### src/rtl/lane_mux_pkg.sv
// -----------------------------------------------------------------------------
// lane_mux_pkg
// Shared definitions for the lane-tagged mux/demux family:
//   - default parameter values for LANES / WIDTH / DEPTH
//   - tagWidth(): width of the lane tag carried next to each data word
//   - rrFirst():  round-robin search, returns the first requesting lane at or
//                 above a pointer (wrapping), or -1 when nobody requests.
// -----------------------------------------------------------------------------
package lane_mux_pkg;

  localparam int LANES_DEF = 4;
  localparam int WIDTH_DEF = 8;
  localparam int DEPTH_DEF = 4;

  // Upper bound on lanes; rrFirst works on a request vector of this width.
  localparam int MAX_LANES = 16;

  // A single lane still needs a 1-bit tag so the port never collapses to zero width.
  function automatic int tagWidth(input int n);
    return (n <= 2) ? 1 : $clog2(n);
  endfunction

  // Offsets are scanned from the far end down so that the smallest offset
  // from ptr is the last one written, i.e. the winner.
  function automatic int rrFirst(input logic [MAX_LANES-1:0] req,
                                 input int                   lanes,
                                 input int                   ptr);
    int idx;
    int res;
    res = -1;
    for (int k = MAX_LANES - 1; k >= 0; k--) begin
      if (k < lanes) begin
        idx = ptr + k;
        if (idx >= lanes) idx = idx - lanes;
        if (req[idx[3:0]]) res = idx;
      end
    end
    return res;
  endfunction

endpackage

### src/rtl/lane_fifo.sv
// -----------------------------------------------------------------------------
// lane_fifo
// Per-lane buffer of DEPTH words with an explicit occupancy count, so full and
// empty never alias. A push while full is accepted only when the same cycle
// pops, which keeps the count unchanged.
// Ports:
//   clk       clock, rising edge
//   reset     synchronous, active-low; clears pointers and count
//   push      write request (ignored when full and not popping)
//   pushData  word to write
//   pop       read request (ignored when empty)
//   popData   head word, valid whenever !empty
//   count     number of stored words, 0..DEPTH
//   full      count == DEPTH
//   empty     count == 0
// -----------------------------------------------------------------------------
module lane_fifo
  import lane_mux_pkg::*;
#(
  parameter int  WIDTH = WIDTH_DEF,
  parameter int  DEPTH = DEPTH_DEF,
  localparam int PTR_W = $clog2(DEPTH),
  localparam int CNT_W = $clog2(DEPTH + 1)
) (
  input  logic             clk,
  input  logic             reset,
  input  logic             push,
  input  logic [WIDTH-1:0] pushData,
  input  logic             pop,
  output logic [WIDTH-1:0] popData,
  output logic [CNT_W-1:0] count,
  output logic             full,
  output logic             empty
);

  logic [WIDTH-1:0] mem [DEPTH];
  logic [PTR_W-1:0] wrPtr;
  logic [PTR_W-1:0] rdPtr;
  logic             doPush;
  logic             doPop;

  assign full    = (count == CNT_W'(DEPTH));
  assign empty   = (count == '0);
  assign doPop   = pop && !empty;
  assign doPush  = push && (!full || doPop);
  assign popData = mem[rdPtr];

  // DEPTH is a power of two, so the pointers wrap naturally.
  always_ff @(posedge clk) begin
    if (!reset) begin
      wrPtr <= '0;
      rdPtr <= '0;
      count <= '0;
    end else begin
      if (doPush) wrPtr <= wrPtr + 1'b1;
      if (doPop)  rdPtr <= rdPtr + 1'b1;
      case ({doPush, doPop})
        2'b10:   count <= count + 1'b1;
        2'b01:   count <= count - 1'b1;
        default: count <= count;
      endcase
    end
  end

  // Storage carries no reset: pointers and count define what is valid.
  always_ff @(posedge clk) begin
    if (doPush) mem[wrPtr] <= pushData;
  end

endmodule

### src/rtl/lane_rr_mux.sv
// -----------------------------------------------------------------------------
// lane_rr_mux
// Merges LANES byte lanes into one tagged output stream. Each lane has its own
// FIFO; a work-conserving round-robin arbiter picks the next non-empty lane at
// or above the rr pointer whenever the output register may advance.
// Ports:
//   clk       clock, rising edge
//   reset     synchronous, active-low
//   dataIn    LANES*WIDTH, lane i at [i*WIDTH +: WIDTH]
//   validIn   per-lane write strobe
//   fullOut   per-lane FIFO full (advisory)
//   overflow  per-lane sticky drop flag, cleared only by reset
//   dataOut   output word
//   laneOut   source lane of dataOut
//   validOut  dataOut/laneOut valid
//   readyIn   downstream accepts the word this cycle
// -----------------------------------------------------------------------------
module lane_rr_mux
  import lane_mux_pkg::*;
#(
  parameter int LANES  = LANES_DEF,
  parameter int WIDTH  = WIDTH_DEF,
  parameter int DEPTH  = DEPTH_DEF,
  parameter int LANE_W = tagWidth(LANES)
) (
  input  logic                   clk,
  input  logic                   reset,
  input  logic [LANES*WIDTH-1:0] dataIn,
  input  logic [LANES-1:0]       validIn,
  output logic [LANES-1:0]       fullOut,
  output logic [LANES-1:0]       overflow,
  output logic [WIDTH-1:0]       dataOut,
  output logic [LANE_W-1:0]      laneOut,
  output logic                   validOut,
  input  logic                   readyIn
);

  localparam int CNT_W = $clog2(DEPTH + 1);

  logic [LANES-1:0]  pop;
  logic [LANES-1:0]  full;
  logic [LANES-1:0]  empty;
  logic [LANES-1:0]  drop;
  logic [WIDTH-1:0]  popData [LANES];
  logic [CNT_W-1:0]  count   [LANES];
  logic [LANE_W-1:0] rrPtr;
  logic [LANE_W-1:0] sel;
  logic              anyReq;
  logic              adv;
  int                gnt;

  // Stage p0: per-lane FIFOs
  for (genvar i = 0; i < LANES; i++) begin : gLane
    lane_fifo #(
      .WIDTH (WIDTH),
      .DEPTH (DEPTH)
    ) uFifo (
      .clk      (clk),
      .reset    (reset),
      .push     (validIn[i]),
      .pushData (dataIn[i*WIDTH +: WIDTH]),
      .pop      (pop[i]),
      .popData  (popData[i]),
      .count    (count[i]),
      .full     (full[i]),
      .empty    (empty[i])
    );

    // A full lane only loses the word when it is not being drained this cycle.
    assign drop[i]    = validIn[i] && full[i] && !pop[i];
    assign fullOut[i] = (count[i] == CNT_W'(DEPTH));
  end

  assign adv = !validOut || readyIn;

  always_comb begin
    pop    = '0;
    gnt    = rrFirst(MAX_LANES'(~empty), LANES, int'(rrPtr));
    anyReq = (gnt >= 0);
    sel    = anyReq ? LANE_W'(gnt) : '0;
    if (adv && anyReq) pop[sel] = 1'b1;
  end

  // Stage p1: output register and arbitration state
  always_ff @(posedge clk) begin
    if (!reset) begin
      rrPtr    <= '0;
      validOut <= 1'b0;
      dataOut  <= '0;
      laneOut  <= '0;
      overflow <= '0;
    end else begin
      overflow <= overflow | drop;
      if (adv) begin
        if (anyReq) begin
          validOut <= 1'b1;
          dataOut  <= popData[sel];
          laneOut  <= sel;
          rrPtr    <= (sel == LANE_W'(LANES - 1)) ? '0 : sel + 1'b1;
        end else begin
          validOut <= 1'b0;
        end
      end
    end
  end

endmodule

### config.mk
export PLATFORM = sky130hd
export DESIGN_NAME = lane_rr_mux
export DESIGN_NICKNAME = d
export VERILOG_FILES = /design/src/rtl/lane_mux_pkg.sv /design/src/rtl/lane_fifo.sv /design/src/rtl/lane_rr_mux.sv
export SDC_FILE = /design/constraint.sdc
export NUM_CORES = 1
export LEC_CHECK = 0
export CAP_MARGIN = 20
export CORE_MARGIN = 3
export CORE_UTILIZATION = 40
export CTS_CLUSTER_DIAMETER = 80
export DETAILED_ROUTE_END_ITERATION = 16
export PLACE_DENSITY_LB_ADDON = 0.12
export SLEW_MARGIN = 40
export SYNTH_ARGS = -nofsm -noshare
export SYNTH_HDL_FRONTEND = slang
export SYNTH_HIERARCHICAL = 1
export SYNTH_SLANG_ARGS = --single-unit
### constraint.sdc
create_clock -name clk -period 4.3 [get_ports clk]
set_input_delay 0.86 -clock clk [delete_from_list [all_inputs] [get_ports clk]]
set_output_delay 0.86 -clock clk [all_outputs]
set_load 0.01 [all_outputs]
* Word-level counts from Yosys, hierarchy flattened
Memory sizes are Yosys's and may differ from the RTL's. A register that Yosys moved wholly into a read port is not among the register bits.
Index checks and enable logic that the tools add are counted.
** Storage, ports and cells
- Register bits :: 45
- Memory bits (writable) :: 128
- Input bits :: 39
- Memories kept :: 4
** Cells by class
- Add/subtract/negate cells :: 24
- Order comparisons :: 12
- Equality and inequality tests :: 13
- Mux-type cells :: 45
- Bitwise gates (word level) :: 3
- Reductions and logical operators :: 45
** Memories
- gLane[0].uFifo.mem :: depth 4, bits a word 8, read ports 1, clocked after Yosys merged registers in 1, write ports 1, RTL line lane_fifo.sv:36 : logic [WIDTH-1:0] mem [DEPTH];
- gLane[1].uFifo.mem :: depth 4, bits a word 8, read ports 1, clocked after Yosys merged registers in 1, write ports 1, RTL line lane_fifo.sv:36
- gLane[2].uFifo.mem :: depth 4, bits a word 8, read ports 1, clocked after Yosys merged registers in 1, write ports 1, RTL line lane_fifo.sv:36
- gLane[3].uFifo.mem :: depth 4, bits a word 8, read ports 1, clocked after Yosys merged registers in 1, write ports 1, RTL line lane_fifo.sv:36
** Operators by type and width (number)
- $mux W32 :: 8
- $ge A32 B1 Y1 const B :: 1
- $pmux W3 S2 :: 4
- $lt A4 B5 Y1 const B :: 4
- $mux W2 :: 10
- $add A2 B1 Y2 const B :: 9
- $logic_and A1 B1 Y1 :: 18
- $bmux W1 S4 :: 4
- $bmux W8 S2 :: 1
- $mux W8 :: 2
- $not A4 Y16 :: 1
- $mux W1 :: 14
- $logic_not A1 Y1 :: 13
- $add A3 B1 Y3 const B :: 4
- $eq A3 B3 Y1 const B :: 4
- $ge A3 B3 Y1 const B :: 4
- $logic_not A3 Y1 :: 4
- $sub A3 B1 Y3 const B :: 4
- $sub A3 B3 Y4 const B :: 3
- $eq A2 B2 Y1 const B :: 5
- $eq A2 B1 Y1 const B :: 4
- $reduce_bool A2 Y1 :: 4
- $add A2 B2 Y3 const B :: 2
- $logic_or A1 B1 Y1 :: 5
- other kinds (10) :: 10

* Depth between registers and ports, before layout
- Depth after elaboration :: 21
- Mapped depth :: 22
- Mapped depth without buffers :: 18

* Modules after synthesis
Netlist, hierarchy kept.
** By module, submodules not included
- lane_fifo at gLane[0].uFifo ... :: instances 3, cells an instance 96, area each 1645.3 µm²
- lane_fifo at gLane[1].uFifo :: instances 1, cells an instance 102, area each 1707.9 µm²
- lane_rr_mux :: instances 1, cells an instance 154, area each 1421.4 µm²

* Worst setup path after synthesis
OpenSTA, ideal clock, no wires.
- Path type :: register to register
- Start point :: register rrPtr[0]
- End point :: register gLane[2].uFifo.count[2]
- Library setup time :: 0.076 ns
- Data arrival time :: 3.909 ns
- Data required time :: 4.224 ns
- Path slack :: 0.316 ns
- Cell stages (with the launch flop) :: 23
- Buffers on the path :: 4
- Period minus slack after synthesis :: 3.984 ns
- Cells stage by stage :: dfxtp_1 > buf_6 > buf_6 > inv_1 > ha_1 > buf_4 > mux2_4 > a22oi_1 > a31oi_1 > o21bai_1 > buf_4 > inv_1 > ha_1 > and2_1 > inv_1 > a21boi_2 > inv_1 > ha_1 > inv_1 > fa_1 > xor2_1 > or3_1 > a21boi_0
** Between the ends
- Longest elaborated chain between the ends :: 21
** RTL lines
- from (decl) :: RTL line lane_rr_mux.sv:46 : logic [LANE_W-1:0] rrPtr;
- from (signal assigned) :: RTL line lane_rr_mux.sv:99 : rrPtr <= (sel == LANE_W'(LANES - 1)) ? '0 : sel + 1'b1;
- $add A2 B2 Y3 :: RTL line lane_mux_pkg.sv:33 : idx = ptr + k;
- $sub A3 B3 Y4 or $ge A3 B3 Y1 (tied branches) :: RTL line lane_mux_pkg.sv:34 : if (idx >= lanes) idx = idx - lanes;
- $mux W32 :: RTL line lane_mux_pkg.sv:34
- $bmux W1 S4 :: RTL line lane_mux_pkg.sv:35 : if (req[idx[3:0]]) res = idx;
- $mux W1 (not written as such) :: RTL line lane_mux_pkg.sv:35
- $mux W32 (3 in series) :: RTL line lane_mux_pkg.sv:35
- $mux W32 * :: RTL line lane_mux_pkg.sv:35
- $ge A32 B1 Y1 :: RTL line lane_rr_mux.sv:79 : anyReq = (gnt >= 0);
- [1 not listed]
- via sel[1] :: RTL line lane_rr_mux.sv:47 : logic [LANE_W-1:0] sel;
- [3 not listed]
- $demux W1 S2 * :: RTL line lane_rr_mux.sv:81 : if (adv && anyReq) pop[sel] = 1'b1;
- $mux W4 * :: RTL line lane_rr_mux.sv:81
- via pop[2] :: RTL line lane_rr_mux.sv:40 : logic [LANES-1:0] pop;
- $logic_and A1 B1 Y1 * :: RTL line lane_fifo.sv:44 : assign doPop = pop && !empty;
- $logic_or A1 B1 Y1 :: RTL line lane_fifo.sv:45 : assign doPush = push && (!full || doPop);
- $logic_and A1 B1 Y1 :: RTL line lane_fifo.sv:45
- $eq A2 B1 Y1 or $eq A2 B2 Y1 (tied branches) :: RTL line lane_fifo.sv:57 : case ({doPush, doPop})
- $pmux W3 S2 or $reduce_bool A2 Y1 (tied branches)
- to (signal assigned) :: RTL line lane_fifo.sv:58 : 2'b10: count <= count + 1'b1;
- to (signal assigned) :: RTL line lane_fifo.sv:59 : 2'b01: count <= count - 1'b1;
- to (signal assigned) :: RTL line lane_fifo.sv:60 : default: count <= count;
- to (decl) :: RTL line lane_fifo.sv:31 : output logic [CNT_W-1:0] count,
Mark *: on every way through the listed nets, which the timed path passes. The rest lies on a longest branch. The select of a mux whose other input is x is not followed.
A chain may end at the register's enable or synchronous reset.

* Worst setup path in the final report
- Start point :: register rrPtr[1]
- End point :: register gLane[0].uFifo.count[2]
** Between the ends
- Longest elaborated chain between the ends :: 21
** RTL lines
- $add A2 B2 Y3 :: RTL line lane_mux_pkg.sv:33
- $sub A3 B3 Y4 or $ge A3 B3 Y1 (tied branches) :: RTL line lane_mux_pkg.sv:34
- $mux W32 :: RTL line lane_mux_pkg.sv:34
- $bmux W1 S4 :: RTL line lane_mux_pkg.sv:35
- $mux W1 (not written as such) :: RTL line lane_mux_pkg.sv:35
- $mux W32 (3 in series) :: RTL line lane_mux_pkg.sv:35
- $mux W32 * :: RTL line lane_mux_pkg.sv:35
- $ge A32 B1 Y1 :: RTL line lane_rr_mux.sv:79
- [5 not listed]
- $mux W4 * :: RTL line lane_rr_mux.sv:81
- via pop[0] :: RTL line lane_rr_mux.sv:40
- $logic_and A1 B1 Y1 * :: RTL line lane_fifo.sv:44
- via gLane[0].uFifo.doPop :: RTL line lane_fifo.sv:40 : logic doPop;
- $logic_or A1 B1 Y1 :: RTL line lane_fifo.sv:45
- $logic_and A1 B1 Y1 :: RTL line lane_fifo.sv:45
- $eq A2 B1 Y1 or $eq A2 B2 Y1 (tied branches) :: RTL line lane_fifo.sv:57
- $pmux W3 S2 or $reduce_bool A2 Y1 (tied branches)
- to (signal assigned) :: RTL line lane_fifo.sv:58
- to (signal assigned) :: RTL line lane_fifo.sv:59
- to (signal assigned) :: RTL line lane_fifo.sv:60
- to (decl) :: RTL line lane_fifo.sv:31
Marks and branches as above.

==> out/qor.yml <==
synthesis:
  synth.yosys.seq_area_share_pct: 60.8
  yosys.area_share.simple_pct: 8.97
  synth_top_family_by_area: "multiplexers"
  synthCells: 544
  synthTopCellsByArea: "edfxtp_1 48%, dfxtp_1 13%, mux4_2 9.2%"
  synth-xor-area-share_pct: 1.19
  synth_ff_type: "edfxtp_1"
  synth.most_common_cell: "edfxtp_1"
  ys_ff_latch: 181
  synth.cell_area_sq_um: 8070
  synthDominantCellAreaShare_pct: 47.7
  synth.distinct_cells: 65
  async_flop_share_pct: 0
  synthMuxAreaShare_pct: 13.5
  ys_warn_count: 6
  synth_compound_area_share_pct: 6.84
  synth_top_area_cell: "edfxtp_1"
  synth_fa_ha_area_share_pct: 5.34
  ys_top_cells_by_count: "128 x edfxtp_1, 53 x dfxtp_1, 38 x nand2_1"
  syn_nets: 615
  synth_edf_count: 128
  syn_avg_cell_area_sq_um: 14.8
timing:
  tns_ns: 0
  post-route-period-util_pct: 92.7
  min_period_ns: 3.99
  setup_viol: 0
  relSlewSlack_pct: 59.9
  hold_viol: 0
  fmax_mhz: 251
  tightest_slew_ns: 0.601
  finClkSkew_ns: 0.0108
  holdWs_ns: 0.462
  slew_viol_final: 0
  rsz0062_at_grt: "yes"
setup_path:
  r2r_start: "rrPtr[1]"
  startpoint: "rrPtr[1]"
  endpoint: "gLane[0].uFifo/count[2]"
  r2r_cells: 17
  cp_slowest_stage_delay_ns: 0.42
  required_ns: 4.64
  worst_r2r_endpoint: "gLane[0].uFifo/count[2]"
  r2r_slack_ns: 0.31
  crit_type: "reg2reg"
  timing.critical_path.mode_cell: "inv_1"
  endpoint_kind: "register"
  critPathLaunchType: "register"
  crit_slowest_cell: "ha_2"
  crit_chain: "inv_1, ha_2, mux2_2, a22oi_1, a31oi_1, o21bai_2, buf_6, ha_1, and2_1, inv_1, nor2_1, ha_1, inv_1, fa_1, xor2_1, or3_1, a21boi_0"
  cp.arrival_ns: 4.33
  crit_fanout: 9
floorplanning:
  start_util_pct: 41.0
  num_rows: 51
  num_io_pins: 58
  die-area_sq_um: 21900
  core-area_sq_um: 19700
  fp.dieH_um: 148
  die_w_um: 148
placed_design:
  dpl_cell_area_sq_um: 8880
  gp_congestion: 0.812
  hpwl_um: 11200
  portBuffers: 57
layout:
  n_fill_cell: 1787
  diodes: 0
  syn_to_final_growth_pct: 18.0
  final_core_util_pct: 48.4
  nets: 677
  design_area_sq_um: 9520
  multi_input_area_sq_um: 2900
  regArea_sq_um: 4900
  final_layout_size_suffix_gt1_share_pct: 17.1
detailed_routing:
  met3WireLength_um: 630
  highest-signal-layer: "met4"
  wire_per_inst_um: 18.1
  wl_um: 16000
  wl_met1_um: 7210
  wl_met2_um: 7940
  vias: 4516
  drt_drc_violations_left: 0
  viasPerCell: 5.11
  drtIter0Drc: 255
  ant_nets: 0
  first_pass_iters: 4
global_route:
  grt_antenna_before_repair: 0
  grt_pass1_wl_um: 25200
  grt_pass1_vias: 4650
  grt_max_degree: 33
  gr-usage-all-layers_pct: 15.2
  overflow: 0
clock_network:
  h-tree-depth: 4
  post_cts_buffers: 0
  cts.sinks: 181
  post_cts_resized: 0
  ctsRootBufferMaster: "clkbuf_16"
  cts_buffer_depth: 2
  path_clk_slew_ns: 0.07
  tritoncts: "done"
  cts_buffers: 17
  hold_buffers: 0
  insertion_delay_ns: 0.43
run:
  maxCapViolCount: 0
pwr:
  vdd_drop_max_mv: 0.387
  total_power_mw: 6.76
  leakage_nw: 3.27
  powerDensity_nw_per_um2: 710
worst_hold_path:
  min_path_type: "reg2reg"
run_status:
  status: "finished, final reports clean"
-- power breakdown --
group          switching [mW]  internal (mW)  leakage [nW]
sequential              0.203           2.13          1.61
clock                   0.733          0.896         0.308
combinational            1.55           1.25          1.35
total                    2.48           4.28          3.27
-- flip-flops by register name, indices dropped and copies added (netlist names), named ones only --
register	flops
dataOut	8
gLane.uFifo/count	12
gLane.uFifo/mem	128
gLane.uFifo/rdPtr	8
gLane.uFifo/wrPtr	8
laneOut	2
overflow	4
rrPtr	2
validOut	1
-- kinds of logic after synthesis --
kind of cell	after synthesis
buffers and inverters	55
AO/OA/AOI/OAI	75
AND/OR/NAND/NOR	124
adder cells (fa/ha/maj)	32
multiplexers	66
flip-flops	181
XOR/XNOR	11
-- area by class of cell --
| type | count | area share (%) |
|---|---|---|
| flip-flops and latches | 181 | 51.5 |
| multi-input cells | 308 | 30.5 |
| repair buffers | 66 | 6.69 |
| clock buffers | 17 | 4.47 |
| well taps | 265 | 3.48 |
| clock inverters | 15 | 2.12 |
| inverters | 32 | 1.26 |
-- cells in the final DEF (no fill, tap or decap), drive strengths merged, types with 3 or more instances in the layout --
master           n
nand2           38
clkdlybuf4s50   56
clkbuf          17
o221ai           9
nor2             8
nor3b            7
ha              28
mux4            33
o21ai           19
or4b             3
or3              7
clkinv           4
mux2             6
xor2             6
nand2b           6
fa               4
buf             10
o21a             5
a21oi           12
nor3             5
nand3           10
xnor2            5
and2            31
nor2b            3
a21boi          10
dfxtp           53
edfxtp         128
inv             41
mux2i           27
-- worst max-delay path: cells and delay by family, from the launching register on --
kind                     cells  cell delay [ns]
AND/OR/NAND/NOR              3             0.61
XOR/XNOR                     1             0.16
adder cells (fa/ha/maj)      4             1.18
multiplexers                 1             0.37
AO/OA/AOI/OAI                4             0.81
buffers and inverters        4             0.41
flip-flops                   1             0.35
-- stage by stage --
| stage | setup WS, ns | instances |
|---|---|---|
| 2_1_floorplan | 0.316 | 544 |
| 3_3_place_gp | 0.397 | 852 |
| 3_5_place_dp | 0.216 | 852 |
| 4_1_cts | 0.196 | 884 |
| 5_1_grt | -0.0277 | 884 |
| 6_report | 0.314 | 884 |
-- worst min-delay path by stage --
stage,startpoint,endpoint,slack [ns],depth (start not counted)
after floorplan,gLane[0].uFifo/rdPtr[1],register,0.46,2
after global routing,overflow[2],overflow[2],0.49,1
after detailed placement,laneOut[0],laneOut[0],0.45,2
final,laneOut[0],laneOut[0],0.46,2
after CTS,laneOut[0],laneOut[0],0.46,2
after global placement,overflow[0],overflow[0],0.45,1
-- routing by layer --
layer | vias up | global-route usage [%]
li1 | 2161 | -
met1 | 2258 | 19.4
met2 | 84 | 25.6
met3 | 13 | 4.08
met4 | 0 | 4.20
met5 | - | 0
Power figures use the tool's default switching activity.
==> patch 1, RTL diff (same flow settings) <==
The package constant `WIDTH_DEF` goes from 8 to 6.
--- a/src/rtl/lane_mux_pkg.sv
+++ b/src/rtl/lane_mux_pkg.sv
@@ -11,3 +11,3 @@
   localparam int LANES_DEF = 4;
-  localparam int WIDTH_DEF = 8;
+  localparam int WIDTH_DEF = 6;
   localparam int DEPTH_DEF = 4;
Interface: changed (resized dataIn and dataOut); port bits go from 58 to 48. The function was not compared with the original's and may differ.
==> patch 1 against the original RTL <==
Hold slack gained 0.024 ns. Largest power group unchanged. Critical endpoint is now gLane[1].uFifo/count[2]. Power down 7.2%. Setup slack worse by 0.045 ns. Core utilization grew 0.24 points. Via count down 5.0%. Cell area shrank 12%. Routed wire length shrank 9.2%. Synthesized area fell by 12%. Sequential cell count fell by 34. Global-route usage grew 0.48 points. Highest routed layer unchanged. Cell count shrank 5.7%. Sequential power down 19%.
==> patch 1: results (changes against the original RTL) <==
.. list-table::
   :header-rows: 1

   * - Metric
     - Value
   * - Leading registers by flop count
     - gLane.uFifo/mem x96, gLane.uFifo/count x12
   * - Post-Synth XOR/XNOR Area
     - 1.73% (+0.54 points)
   * - Nonclk inv count
     - 40 (+25%)
   * - Maximum number of pins on one net before global-route repair
     - 20 (-39%)
   * - Static Leakage
     - 2.95 nW (-9.9%)
   * - Final setup skew
     - 0.0108 ns (+0.0000205 ns)
   * - Area contributors post-synth
     - sky130_fd_sc_hd__edfxtp_1 41%, sky130_fd_sc_hd__dfxtp_1 14%, sky130_fd_sc_hd__mux4_2 8.6%
   * - Launch point of the worst reg-to-reg path
     - gLane[3].uFifo/count[0]
   * - Met1 GRT Util
     - 19.2% (-0.29 points)
   * - Compound-gate portion of the synthesized area
     - 10.9% (+4.0 points)
   * - Launch instance of the worst min-delay path
     - gLane[2].uFifo/rdPtr[1]
   * - Detailed router's first-iteration violation count
     - 204 (-20%)
   * - Via count of the first global-routing pass
     - 4395 (-5.5%)
   * - Cell area after placement
     - 7830 µm² (-12%)
   * - Outcome
     - finished clean
   * - Flip-flop and latch share of the layout cell area
     - 46.4% (-5.1 points)
   * - Non-clock buffering overhead
     - 7.01% (+0.32 points)
   * - IR drop worst, VDD
     - 532 µV (+37%)
   * - Clock buffer instance count of the final layout
     - 19 (+2)
   * - Share of synthesized area occupied by flip-flops and latches
     - 55.1% (-5.7 points)
   * - Cell count after placement
     - 801 (-6.0%)
   * - Multi-input logic portion of the cell area
     - 34.7% (+4.3 points)
   * - Met1 Routed Length
     - 6240 µm (-14%)
   * - Final routed wire length divided by cell count
     - 17.4 µm (-3.8%)
   * - Count of cell types in the netlist
     - 67 (+3.1%)
   * - GR Util met3
     - 3.38% (-0.70 points)
   * - CP peak stage delay
     - 0.61 ns (+0.19 ns)
   * - Post-Syn Nets
     - 595 (-3.3%)
   * - Post-synthesis mux area share
     - 11.1% (-2.4 points)
   * - Area share of fa/ha/maj cells after synthesis
     - 5.90% (+0.57 points)
   * - Layout cells sized above 1
     - 18.7% (+1.6 points)
   * - Data arrival, critical path
     - 4.38 ns (+0.05 ns)
   * - Final instance area
     - 8420 µm² (-12%)
   * - EDFF count, synth
     - 96 (-25%)
   * - Worst-Margin Slew
     - 0.679 ns (+0.0775 ns)
   * - Synthesis-to-finish area growth
     - 18.9%
   * - Number of buffers added on ports
     - 47 (-18%)
   * - Global-route wire length before repair
     - 23500 µm (-6.8%)
   * - Number of fillers in the final layout
     - 1557 (-13%)
   * - #MultiIn Comb
     - 328 (+6.5%)
   * - Net count reported at finish
     - 659 (-2.7%)
   * - Drt via density
     - 5.14 (+0.69%)
-- patch 1: cell types whose count changed in the layout (fill, tap and decap cells not counted), moves of 6 or more --
cell / change
sky130_fd_sc_hd__clkdlybuf4s50_1: -9
sky130_fd_sc_hd__o221ai_1: -7
sky130_fd_sc_hd__inv_1: +6
sky130_fd_sc_hd__nand3_1: -7
sky130_fd_sc_hd__o211ai_1: +10
sky130_fd_sc_hd__mux2i_1: -15
sky130_fd_sc_hd__nor2_1: +7
sky130_fd_sc_hd__nand2_1: +7
sky130_fd_sc_hd__edfxtp_1: -32
sky130_fd_sc_hd__buf_4: +8
sky130_fd_sc_hd__mux4_2: -6
sky130_fd_sc_hd__a31oi_1: +14
-- patch 1: what timing repair did --
item	CTS	global route
setup buffers	0	2
hold endpoints to repair	0	0
endpoints found under the setup margin	0	4
resized for setup	0	6
-- patch 1: path summary, 6_finish.rpt --
path	to	slack (ns)	cells past startpoint
setup / recovery	gLane[1].uFifo/count[2]	0.27	15
hold / removal	flip-flop	0.49	2
setup reg to reg	gLane[1].uFifo/count[2]	0.27	15
hold reg to reg	flip-flop	0.49	2
-- patch 1: cells by family after synthesis --
| logic type | after synthesis |
|---|---|
| buf+inv | 58 |
| fa+ha+maj | 31 |
| flops | 147 |
| mux | 43 |
| xor+xnor | 14 |
| simple gates | 141 |
| compound gates | 99 |
-- patch 1: report_power, final --
part           internal (mW)  total (mW)  switching [mW]  leakage [nW]
registers               1.72        1.88           0.164          1.30
clock network          0.852        1.42           0.571         0.262
logic                   1.25        2.97            1.72          1.39
total                   3.82        6.27            2.46          2.95
==> patch 2, RTL diff (same flow settings) <==
Without the edit above. Reset style: asynchronous (`reset`), changed in 2 clocked blocks.
--- a/src/rtl/lane_fifo.sv
+++ b/src/rtl/lane_fifo.sv
@@ -48,3 +48,3 @@
   // DEPTH is a power of two, so the pointers wrap naturally.
-  always_ff @(posedge clk) begin
+  always_ff @(posedge clk or negedge reset) begin
     if (!reset) begin
--- a/src/rtl/lane_rr_mux.sv
+++ b/src/rtl/lane_rr_mux.sv
@@ -84,3 +84,3 @@
   // Stage p1: output register and arbitration state
-  always_ff @(posedge clk) begin
+  always_ff @(posedge clk or negedge reset) begin
     if (!reset) begin
Behaviour: differs if reset is asserted again (counterexample within 4 cycles, from zero or initial values and one cycle with reset low); with reset held inactive, the same outputs for 4 cycles.
==> patch 2 against the original RTL <==
Critical path depth up 1. Routed wire length up 3.9%. Global-route usage up 0.42 points. Synthesized area up 2.0%. Hold slack better by 0.013 ns. Combinational power up 20%. Cell area up 1.7%. Largest power group unchanged. Sequential cell count down 8. Setup slack worse by 0.061 ns. Power up 13%. Fmax down 1.5%.
==> patch 2: results (changes against the original RTL) <==
.. list-table::
   :header-rows: 1

   * - Metric
     - Value
   * - GR Util met3
     - 3.13% (-0.95 points)
   * - Maximum number of pins on one net before global-route repair
     - 46 (+39%)
   * - Cell area after placement
     - 9020 µm² (+1.6%)
   * - Global-route wire length before repair
     - 26100 µm (+3.5%)
   * - Detail Route met3 WL
     - 712 µm (+13%)
   * - Worst setup slack before clock tree synthesis
     - 0.144 ns (-0.0714 ns)
   * - Met1 GRT Util
     - 20.1% (+0.67 points)
   * - Layout cells sized above 1
     - 21.5% (+4.4 points)
   * - Net count reported at finish
     - 681 (+0.59%)
   * - Fraction of synthesis flops using an asynchronous set or reset pin
     - 26.0% (+26 points)
   * - Detailed router's first-iteration violation count
     - 267 (+4.7%)
   * - DRT Pass-1 Iters
     - 6 (+2)
   * - Met2 Use GR
     - 26.0% (+0.40 points)
   * - RePlAce Congestion
     - 0.863 (+6.3%)
   * - Reg2Reg Setup Slack
     - 0.25 ns (-0.06 ns)
   * - Drt via density
     - 5.19 (+1.6%)
   * - Half-perimeter wire length of the detailed placement result
     - 11900 µm (+6.0%)
   * - Commonest cells in the synthesized netlist
     - 128 x sky130_fd_sc_hd__edfxtp_1, 45 x sky130_fd_sc_hd__dfrtp_1, 42 x sky130_fd_sc_hd__inv_1
   * - Post-synthesis mux area share
     - 11.7% (-1.8 points)
   * - Cell count after placement
     - 849 (-0.35%)
   * - Critical path startpoint
     - rrPtr[0]
   * - IR drop worst, VDD
     - 380 µV (-2.0%)
   * - Met2 wire len
     - 8300 µm (+4.5%)
   * - Post-Synth XOR/XNOR Area
     - 2.45% (+1.3 points)
   * - Average footprint of a synthesized cell
     - 15.3 µm² (+3.3%)
   * - Logic depth of the worst register-to-register path
     - 18 (+1)
   * - Via count of the routed design
     - 4607 (+2.0%)
   * - Share of synthesized area occupied by flip-flops and latches
     - 60.4% (-0.39 points)
   * - Area share of fa/ha/maj cells after synthesis
     - 5.23% (-0.10 points)
   * - Global router's overall resource usage
     - 15.6% (+0.42 points)
   * - Via count of the first global-routing pass
     - 4779 (+2.8%)
   * - Area contributors post-synth
     - sky130_fd_sc_hd__edfxtp_1 47%, sky130_fd_sc_hd__dfrtp_1 14%, sky130_fd_sc_hd__mux4_2 9.0%
   * - Count of cell types in the netlist
     - 62 (-4.6%)
   * - Standard cell with the maximum stage delay on the critical path
     - sky130_fd_sc_hd__dfrtp_2
   * - Post-Syn Nets
     - 608 (-1.1%)
   * - Worst hold path depth
     - 1 (-1)
   * - Launch instance of the worst min-delay path
     - overflow[0]
   * - Compound-gate portion of the synthesized area
     - 8.06% (+1.2 points)
   * - Worst min-delay path endpoint
     - overflow[0]
   * - Outcome
     - finished clean
   * - Final setup skew
     - 0.00731 ns (-0.00346 ns)
   * - Data arrival, critical path
     - 4.40 ns (+0.07 ns)
-- patch 2: cell type report --
cell class,instances,area [µm²]
multi-input cells,301,2920
well taps,265,332
clock buffers,22,454
fillers,1685,10200
inverters,42,158
clock inverters,10,141
flip-flops and latches,173,4970
repair buffers,75,701
-- patch 2: worst max-delay path by stage --
stage	end	slack [ns]	cells after the start
after detailed placement	gLane[2].uFifo/count[2]	0.14	18
after CTS	gLane[2].uFifo/count[2]	0.15	18
after floorplan	gLane[0].uFifo/count[2]	0.03	22
after global placement	gLane[2].uFifo/count[2]	0.29	18
final	gLane[2].uFifo/count[2]	0.25	18
after global routing	gLane[2].uFifo/count[2]	0.03	18
-- patch 2: power breakdown --
| group | internal [mW] | total, mW | switching, mW |
|---|---|---|---|
| combinational | 1.61 | 3.35 | 1.74 |
| clock | 0.928 | 1.55 | 0.618 |
| sequential | 2.32 | 2.75 | 0.426 |
| total | 4.86 | 7.64 | 2.78 |
